**src/rtl/serial_subtractor_pkg.sv**
```systemverilog
// Shared types for the bit-serial subtractor.
// Holds the control FSM state encoding used by the top level.
package serial_subtractor_pkg;

    localparam int unsigned ST_W = 2;

    typedef enum logic [ST_W-1:0] {
        ST_IDLE = 2'd0,
        ST_RUN  = 2'd1,
        ST_DONE = 2'd2
    } state_t;

endpackage : serial_subtractor_pkg

```
**src/rtl/serial_subtractor_full_adder.sv**
```systemverilog
// Single-bit full adder cell used by the serial datapath.
// Combinational only; the caller registers the carry.
module serial_subtractor_full_adder (
    input  logic a_i,
    input  logic b_i,
    input  logic cin_i,
    output logic s_c,
    output logic cout_c
);

    assign s_c    = a_i ^ b_i ^ cin_i;
    assign cout_c = (a_i & b_i) | (cin_i & (a_i ^ b_i));

endmodule : serial_subtractor_full_adder

```
**src/rtl/serial_subtractor.sv**
```systemverilog
// Bit-serial N-bit subtractor: diff = a - b, one bit per clock, LSB first.
// One full-adder cell computes a + ~b + 1 with start/busy/done handshake.
module serial_subtractor
    import serial_subtractor_pkg::*;
#(
    parameter int unsigned N = 32
) (
    input  logic         clk,
    input  logic         rst,
    input  logic         start,
    input  logic [N-1:0] a,
    input  logic [N-1:0] b,
    output logic         busy,
    output logic         done,
    output logic [N-1:0] diff,
    output logic         cout,
    output logic         overflow,
    output logic         zero
);

    localparam int unsigned CNT_W = $clog2(N);
    localparam logic [CNT_W-1:0] CNT_LAST = CNT_W'(N - 1);

    state_t           state_q, state_d;
    logic [N-1:0]     a_sh_q, a_sh_d;
    logic [N-1:0]     nb_sh_q, nb_sh_d;
    logic [N-2:0]     res_q, res_d;
    logic             carry_q, carry_d;
    logic [CNT_W-1:0] cnt_q, cnt_d;
    logic             a_msb_q, a_msb_d;
    logic             b_msb_q, b_msb_d;
    logic             busy_q, busy_d;
    logic             done_q, done_d;
    logic [N-1:0]     diff_q, diff_d;
    logic             cout_q, cout_d;
    logic             ovf_q, ovf_d;
    logic             zero_q, zero_d;

    logic             sum_c;
    logic             carry_out_c;
    logic [N-1:0]     res_full_c;

    serial_subtractor_full_adder u_fa (
        .a_i    (a_sh_q[0]),
        .b_i    (nb_sh_q[0]),
        .cin_i  (carry_q),
        .s_c    (sum_c),
        .cout_c (carry_out_c)
    );

    // Partial result keeps N-1 bits; the current sum bit completes it on the last edge.
    assign res_full_c = {sum_c, res_q};

    always_comb begin
        state_d = state_q;
        a_sh_d  = a_sh_q;
        nb_sh_d = nb_sh_q;
        res_d   = res_q;
        carry_d = carry_q;
        cnt_d   = cnt_q;
        a_msb_d = a_msb_q;
        b_msb_d = b_msb_q;
        diff_d  = diff_q;
        cout_d  = cout_q;
        ovf_d   = ovf_q;
        zero_d  = zero_q;

        case (state_q)
            ST_IDLE, ST_DONE: begin
                if (start) begin
                    state_d = ST_RUN;
                    a_sh_d  = a;
                    nb_sh_d = ~b;
                    carry_d = 1'b1;
                    cnt_d   = '0;
                    a_msb_d = a[N-1];
                    b_msb_d = b[N-1];
                end else if (state_q == ST_DONE) begin
                    state_d = ST_IDLE;
                end
            end
            ST_RUN: begin
                res_d   = res_full_c[N-1:1];
                a_sh_d  = {1'b0, a_sh_q[N-1:1]};
                nb_sh_d = {1'b0, nb_sh_q[N-1:1]};
                carry_d = carry_out_c;
                if (cnt_q == CNT_LAST) begin
                    state_d = ST_DONE;
                    diff_d  = res_full_c;
                    cout_d  = carry_out_c;
                    ovf_d   = (a_msb_q != b_msb_q) && (sum_c != a_msb_q);
                    zero_d  = ~|res_full_c;
                end else begin
                    cnt_d = cnt_q + CNT_W'(1);
                end
            end
            default: state_d = ST_IDLE;
        endcase

        busy_d = (state_d == ST_RUN);
        done_d = (state_d == ST_DONE);
    end

    always_ff @(posedge clk) begin
        if (rst) begin
            state_q <= ST_IDLE;
            a_sh_q  <= '0;
            nb_sh_q <= '0;
            res_q   <= '0;
            carry_q <= 1'b0;
            cnt_q   <= '0;
            a_msb_q <= 1'b0;
            b_msb_q <= 1'b0;
            busy_q  <= 1'b0;
            done_q  <= 1'b0;
            diff_q  <= '0;
            cout_q  <= 1'b0;
            ovf_q   <= 1'b0;
            zero_q  <= 1'b0;
        end else begin
            state_q <= state_d;
            a_sh_q  <= a_sh_d;
            nb_sh_q <= nb_sh_d;
            res_q   <= res_d;
            carry_q <= carry_d;
            cnt_q   <= cnt_d;
            a_msb_q <= a_msb_d;
            b_msb_q <= b_msb_d;
            busy_q  <= busy_d;
            done_q  <= done_d;
            diff_q  <= diff_d;
            cout_q  <= cout_d;
            ovf_q   <= ovf_d;
            zero_q  <= zero_d;
        end
    end

    assign busy     = busy_q;
    assign done     = done_q;
    assign diff     = diff_q;
    assign cout     = cout_q;
    assign overflow = ovf_q;
    assign zero     = zero_q;

endmodule : serial_subtractor

```
**config.mk**
```make
export PLATFORM = sky130hd
export DESIGN_NAME = serial_subtractor
export DESIGN_NICKNAME = d
export VERILOG_FILES = /design/src/rtl/serial_subtractor_pkg.sv /design/src/rtl/serial_subtractor_full_adder.sv /design/src/rtl/serial_subtractor.sv
export SDC_FILE = /design/constraint.sdc
export NUM_CORES = 1
export LEC_CHECK = 0
export CAP_MARGIN = 20
export CORE_MARGIN = 3
export CORE_UTILIZATION = 52
export CTS_CLUSTER_SIZE = 25
export DETAILED_ROUTE_END_ITERATION = 12
export HOLD_SLACK_MARGIN = 0.15
export PLACE_DENSITY = 0.8
export REMOVE_ABC_BUFFERS = 1
export SYNTH_ARGS = -nofsm -noshare
export SYNTH_HDL_FRONTEND = slang
export SYNTH_SLANG_ARGS = --single-unit
```
**constraint.sdc**
```tcl
create_clock -name clk -period 4.4 [get_ports clk]
set_clock_uncertainty 0.1 [all_clocks]
set_input_delay 0.88 -clock clk [delete_from_list [all_inputs] [get_ports clk]]
set_output_delay 0.88 -clock clk [all_outputs]
set_load 0.05 [all_outputs]
```
==> impl_metrics.prom <==
# TYPE chip_impl_metric gauge
chip_impl_metric{name="grt_max_degree",unit=""} 101
chip_impl_metric{name="postCtsHoldBufs",unit=""} 0
chip_impl_metric{name="clock_insertion_delay_worst_skew",unit="ns"} 0.51
chip_impl_metric{name="initialDrtViolationCount",unit=""} 308
chip_impl_info{name="cts_root_buf",value="sky130_fd_sc_hd__clkbuf_8"} 1
chip_impl_metric{name="seq_power_share",unit=""} 0.449
chip_impl_metric{name="synth-edff-count",unit=""} 0
chip_impl_metric{name="setup-violations-final",unit=""} 0
chip_impl_metric{name="cp_max_fo",unit=""} 2
chip_impl_metric{name="timing.max_slew.rel_slack",unit=""} 0.384
chip_impl_info{name="element_type_at_the_critical_path_end",value="output pin"} 1
chip_impl_metric{name="layout_min_cycle_time",unit="ns"} 2.66
chip_impl_metric{name="design.die.area",unit="µm²"} 11900
chip_impl_metric{name="area_growth",unit="%"} 29.3
chip_impl_info{name="setup.worst_path.start_class",value="flop"} 1
chip_impl_metric{name="grt_first_pass_wirelength",unit="µm"} 19800
chip_impl_metric{name="synthArstFlopShare",unit=""} 0
chip_impl_metric{name="post_layout_nonfiller_instances",unit=""} 928
chip_impl_metric{name="die_height",unit="µm"} 109
chip_impl_info{name="worstPathCellList",value="clkdlybuf4s50_1"} 1
chip_impl_metric{name="period_share",unit=""} 0.604
chip_impl_info{name="most_frequent_cells_after_synthesis",value="sky130_fd_sc_hd__nand2_1, sky130_fd_sc_hd__dfxtp_1, sky130_fd_sc_hd__a21oi_1, sky130_fd_sc_hd__nor2_1, sky130_fd_sc_hd__clkbuf_1"} 1
chip_impl_metric{name="pwr-share-clk",unit=""} 0.459
chip_impl_metric{name="cellInternalPower",unit="mW"} 2.30
chip_impl_metric{name="design_area",unit="µm²"} 7150
chip_impl_metric{name="post_synth_instance_area",unit="µm²"} 5530
chip_impl_metric{name="die_width",unit="µm"} 109
chip_impl_info{name="synth_most_common_cell",value="sky130_fd_sc_hd__nand2_1"} 1
chip_impl_metric{name="core_area",unit="µm²"} 10300
chip_impl_metric{name="worst_hold_margin",unit="ns"} 0.351
chip_impl_info{name="tritoncts_clock_tree",value="built"} 1
chip_impl_metric{name="gp_congestion",unit=""} 0.787
chip_impl_metric{name="finalHoldViolCount",unit=""} 0
chip_impl_metric{name="gr-usage-all-layers",unit=""} 0.205
chip_impl_metric{name="row_count",unit=""} 37
chip_impl_metric{name="yosys_warnings",unit=""} 0
chip_impl_metric{name="netlist.area_leader.share",unit=""} 0.514
chip_impl_metric{name="total_power_divided_by_cell_area",unit="nW/µm²"} 430
chip_impl_metric{name="pwr-share-comb",unit=""} 0.092
chip_impl_metric{name="critPathArrivalTime",unit="ns"} 1.68
chip_impl_metric{name="nets",unit=""} 850
chip_impl_metric{name="post_drt_via_cell_ratio",unit=""} 5.33
chip_impl_metric{name="grt_remaining_overflow",unit=""} 0
chip_impl_metric{name="worst_ir_drop_vdd",unit="mV"} 0.330
chip_impl_info{name="cell_family_with_the_largest_share_of_critical_path_delay",value="buffers and inverters"} 1
chip_impl_metric{name="swShare",unit=""} 0.252
chip_impl_metric{name="route.detailed.wl_per_inst",unit="µm"} 13.2
chip_impl_metric{name="worst-endpoint-required",unit="ns"} 3.42
chip_impl_metric{name="avg_inst_size_synth",unit="µm²"} 7.80
chip_impl_info{name="timing_worst_setup_path_type",value="reg -> out"} 1
chip_impl_metric{name="numPortBuffers",unit=""} 103
chip_impl_metric{name="finalWirelength",unit="µm"} 12300
chip_impl_metric{name="max_h_tree_level",unit=""} 4
chip_impl_metric{name="yosys_register_bits",unit=""} 142
chip_impl_metric{name="post_route_drc",unit=""} 0
chip_impl_metric{name="drt.antenna.violating_nets",unit=""} 0
chip_impl_metric{name="critical-path-max-stage-delay",unit="ns"} 0.83
chip_impl_metric{name="clock_tree.buffer_depth",unit=""} 2
chip_impl_metric{name="fmax",unit="MHz"} 376
chip_impl_metric{name="grt_antenna_before_repair",unit=""} 0
chip_impl_metric{name="tritoncts_num_sinks",unit=""} 142
chip_impl_metric{name="drv_cap",unit=""} 0
chip_impl_metric{name="n_antenna_cell",unit=""} 0
chip_impl_metric{name="cts_buf_count",unit=""} 17
chip_impl_info{name="worstHoldPathType",value="reg -> reg"} 1
chip_impl_metric{name="total_switching_power",unit="mW"} 0.775
chip_impl_metric{name="ios",unit=""} 104
chip_impl_metric{name="vias_in_the_first_global_route",unit=""} 4290
chip_impl_metric{name="yosysUniqueCellTypes",unit=""} 26
chip_impl_info{name="yosys.area.top_type",value="sky130_fd_sc_hd__dfxtp_1"} 1
chip_impl_metric{name="route.vias.total",unit=""} 4946
chip_impl_metric{name="post_dp_cell_area",unit="µm²"} 6560
chip_impl_metric{name="netlist_instances",unit=""} 709
chip_impl_metric{name="start_util",unit=""} 0.536
chip_impl_metric{name="clkTransAtPathRegs",unit="ns"} 0.07
chip_impl_metric{name="total_power",unit="mW"} 3.08
chip_impl_metric{name="post_cts_resized",unit=""} 0
chip_impl_info{name="rsz0062_at_grt",value="no"} 1
chip_impl_metric{name="placedCellCount",unit=""} 896
chip_impl_metric{name="path_buf_inv",unit=""} 1
chip_impl_metric{name="static-leakage-power",unit="nW"} 2.50
chip_impl_metric{name="drt-pass1-iter-count",unit=""} 5
chip_impl_metric{name="utilization",unit=""} 0.693
chip_impl_metric{name="post-cts-setup-buffers",unit=""} 0
chip_impl_metric{name="drive_above_1_share",unit=""} 0.0543
chip_impl_info{name="ys.flop_type",value="sky130_fd_sc_hd__dfxtp_1"} 1
chip_impl_metric{name="ys_seq_area_frac",unit=""} 0.514
chip_impl_metric{name="worst-slew-pin-transition",unit="ns"} 0.924
chip_impl_metric{name="detailed_placement_hpwl",unit="µm"} 7720
chip_impl_info{name="status",value="finished, final reports clean"} 1
chip_impl_info{name="cp_slowest_cell",value="sky130_fd_sc_hd__clkdlybuf4s50_1"} 1
chip_impl_info{name="synth_area_leaders",value="sky130_fd_sc_hd__dfxtp_1, sky130_fd_sc_hd__nand2_1, sky130_fd_sc_hd__a21oi_1, sky130_fd_sc_hd__a311oi_1, sky130_fd_sc_hd__o211ai_1"} 1
chip_impl_metric{name="timing.final.max_slew_violations",unit=""} 0
==> area by class of cell <==
| cell class | instances | area [µm²] |
|---|---|---|
| fillers | 838 | 3170 |
| multi-input cells | 508 | 2470 |
| repair buffers | 110 | 1080 |
| well taps | 136 | 170 |
| flip-flops and latches | 142 | 2840 |
| clock inverters | 14 | 171 |
| clock buffers | 18 | 418 |
==> power by group through the flow <==
stage | Sequential [mW] | Clock (mW) | Combinational [mW]
4_1_cts | 1.38 | 1.43 | 0.284
3_5_place_dp | 1.41 | 0 | 0.281
3_3_place_gp | 1.41 | 0 | 0.272
2_1_floorplan | 1.40 | 0 | 0.166
6_report | 1.38 | 1.41 | 0.283
5_1_grt | 1.39 | 1.49 | 0.314
==> placed cells by master (no fill, tap or decap), types with 3 or more instances in the layout <==
cell type / instances
sky130_fd_sc_hd__clkbuf_16: 16
sky130_fd_sc_hd__nand2b_1: 3
sky130_fd_sc_hd__dfxtp_1: 142
sky130_fd_sc_hd__o211ai_1: 31
sky130_fd_sc_hd__a21oi_1: 101
sky130_fd_sc_hd__nor4_1: 7
sky130_fd_sc_hd__buf_4: 8
sky130_fd_sc_hd__a311oi_1: 31
sky130_fd_sc_hd__clkinvlp_4: 3
sky130_fd_sc_hd__nand2_1: 262
sky130_fd_sc_hd__ha_1: 3
sky130_fd_sc_hd__inv_6: 5
sky130_fd_sc_hd__nand3_1: 5
sky130_fd_sc_hd__inv_8: 4
sky130_fd_sc_hd__nor3_1: 6
sky130_fd_sc_hd__nor2_1: 41
sky130_fd_sc_hd__clkdlybuf4s50_1: 102
==> kinds of logic (layout without fill, tap and decap cells) <==
family,after synthesis,count (layout),share of synthesized area
adders and majority gates,4,4,0.0104
xor gates and xnor gates,2,2,0.00317
and+or+nand+nor,336,336,0.242
DFF,142,142,0.514
buffers and inverters,59,142,0.0437
AOI/OAI and AO/OA,166,166,0.187
==> routing by layer <==
layer	vias to the layer above	GRT usage	part of all wire	wire length (µm)
li1	2542	-	-	-
met1	2270	0.263	0.43	5330
met2	124	0.346	0.51	6260
met3	10	0.0426	0.046	570
met4	0	0.0667	0.011	132
met5	-	0	0	0
==> path summary, 6_finish.rpt <==
path                             startpoint     endpoint  slack (ns)  cells after the start
worst min-delay path            nb_sh_q[14]  nb_sh_q[13]        0.35                      2
worst max register to register      carry_q         zero        2.08                      5
worst min register to register  nb_sh_q[14]  nb_sh_q[13]        0.35                      2
worst max-delay path               overflow     overflow        1.74                      1
==> state kept, by name, summed over array words and instances, names as in the netlist <==
signal and cells:
cout 1, a_sh_q 32, diff 32, nb_sh_q 32
zero 1, b_msb_q 1, res_q 31, overflow 1
cnt_q 5, done 1, carry_q 1, a_msb_q 1
busy 1, state_q 2
==> metrics by stage <==
step	TNS [ns]	setup slack (ns)
after global placement	0	1.61
after floorplan	-20.85	-0.322
after detailed placement	0	1.54
after CTS	0	1.71
final	0	1.74
after global routing	0	1.69
No activity file was read; power rests on OpenSTA's default activity.
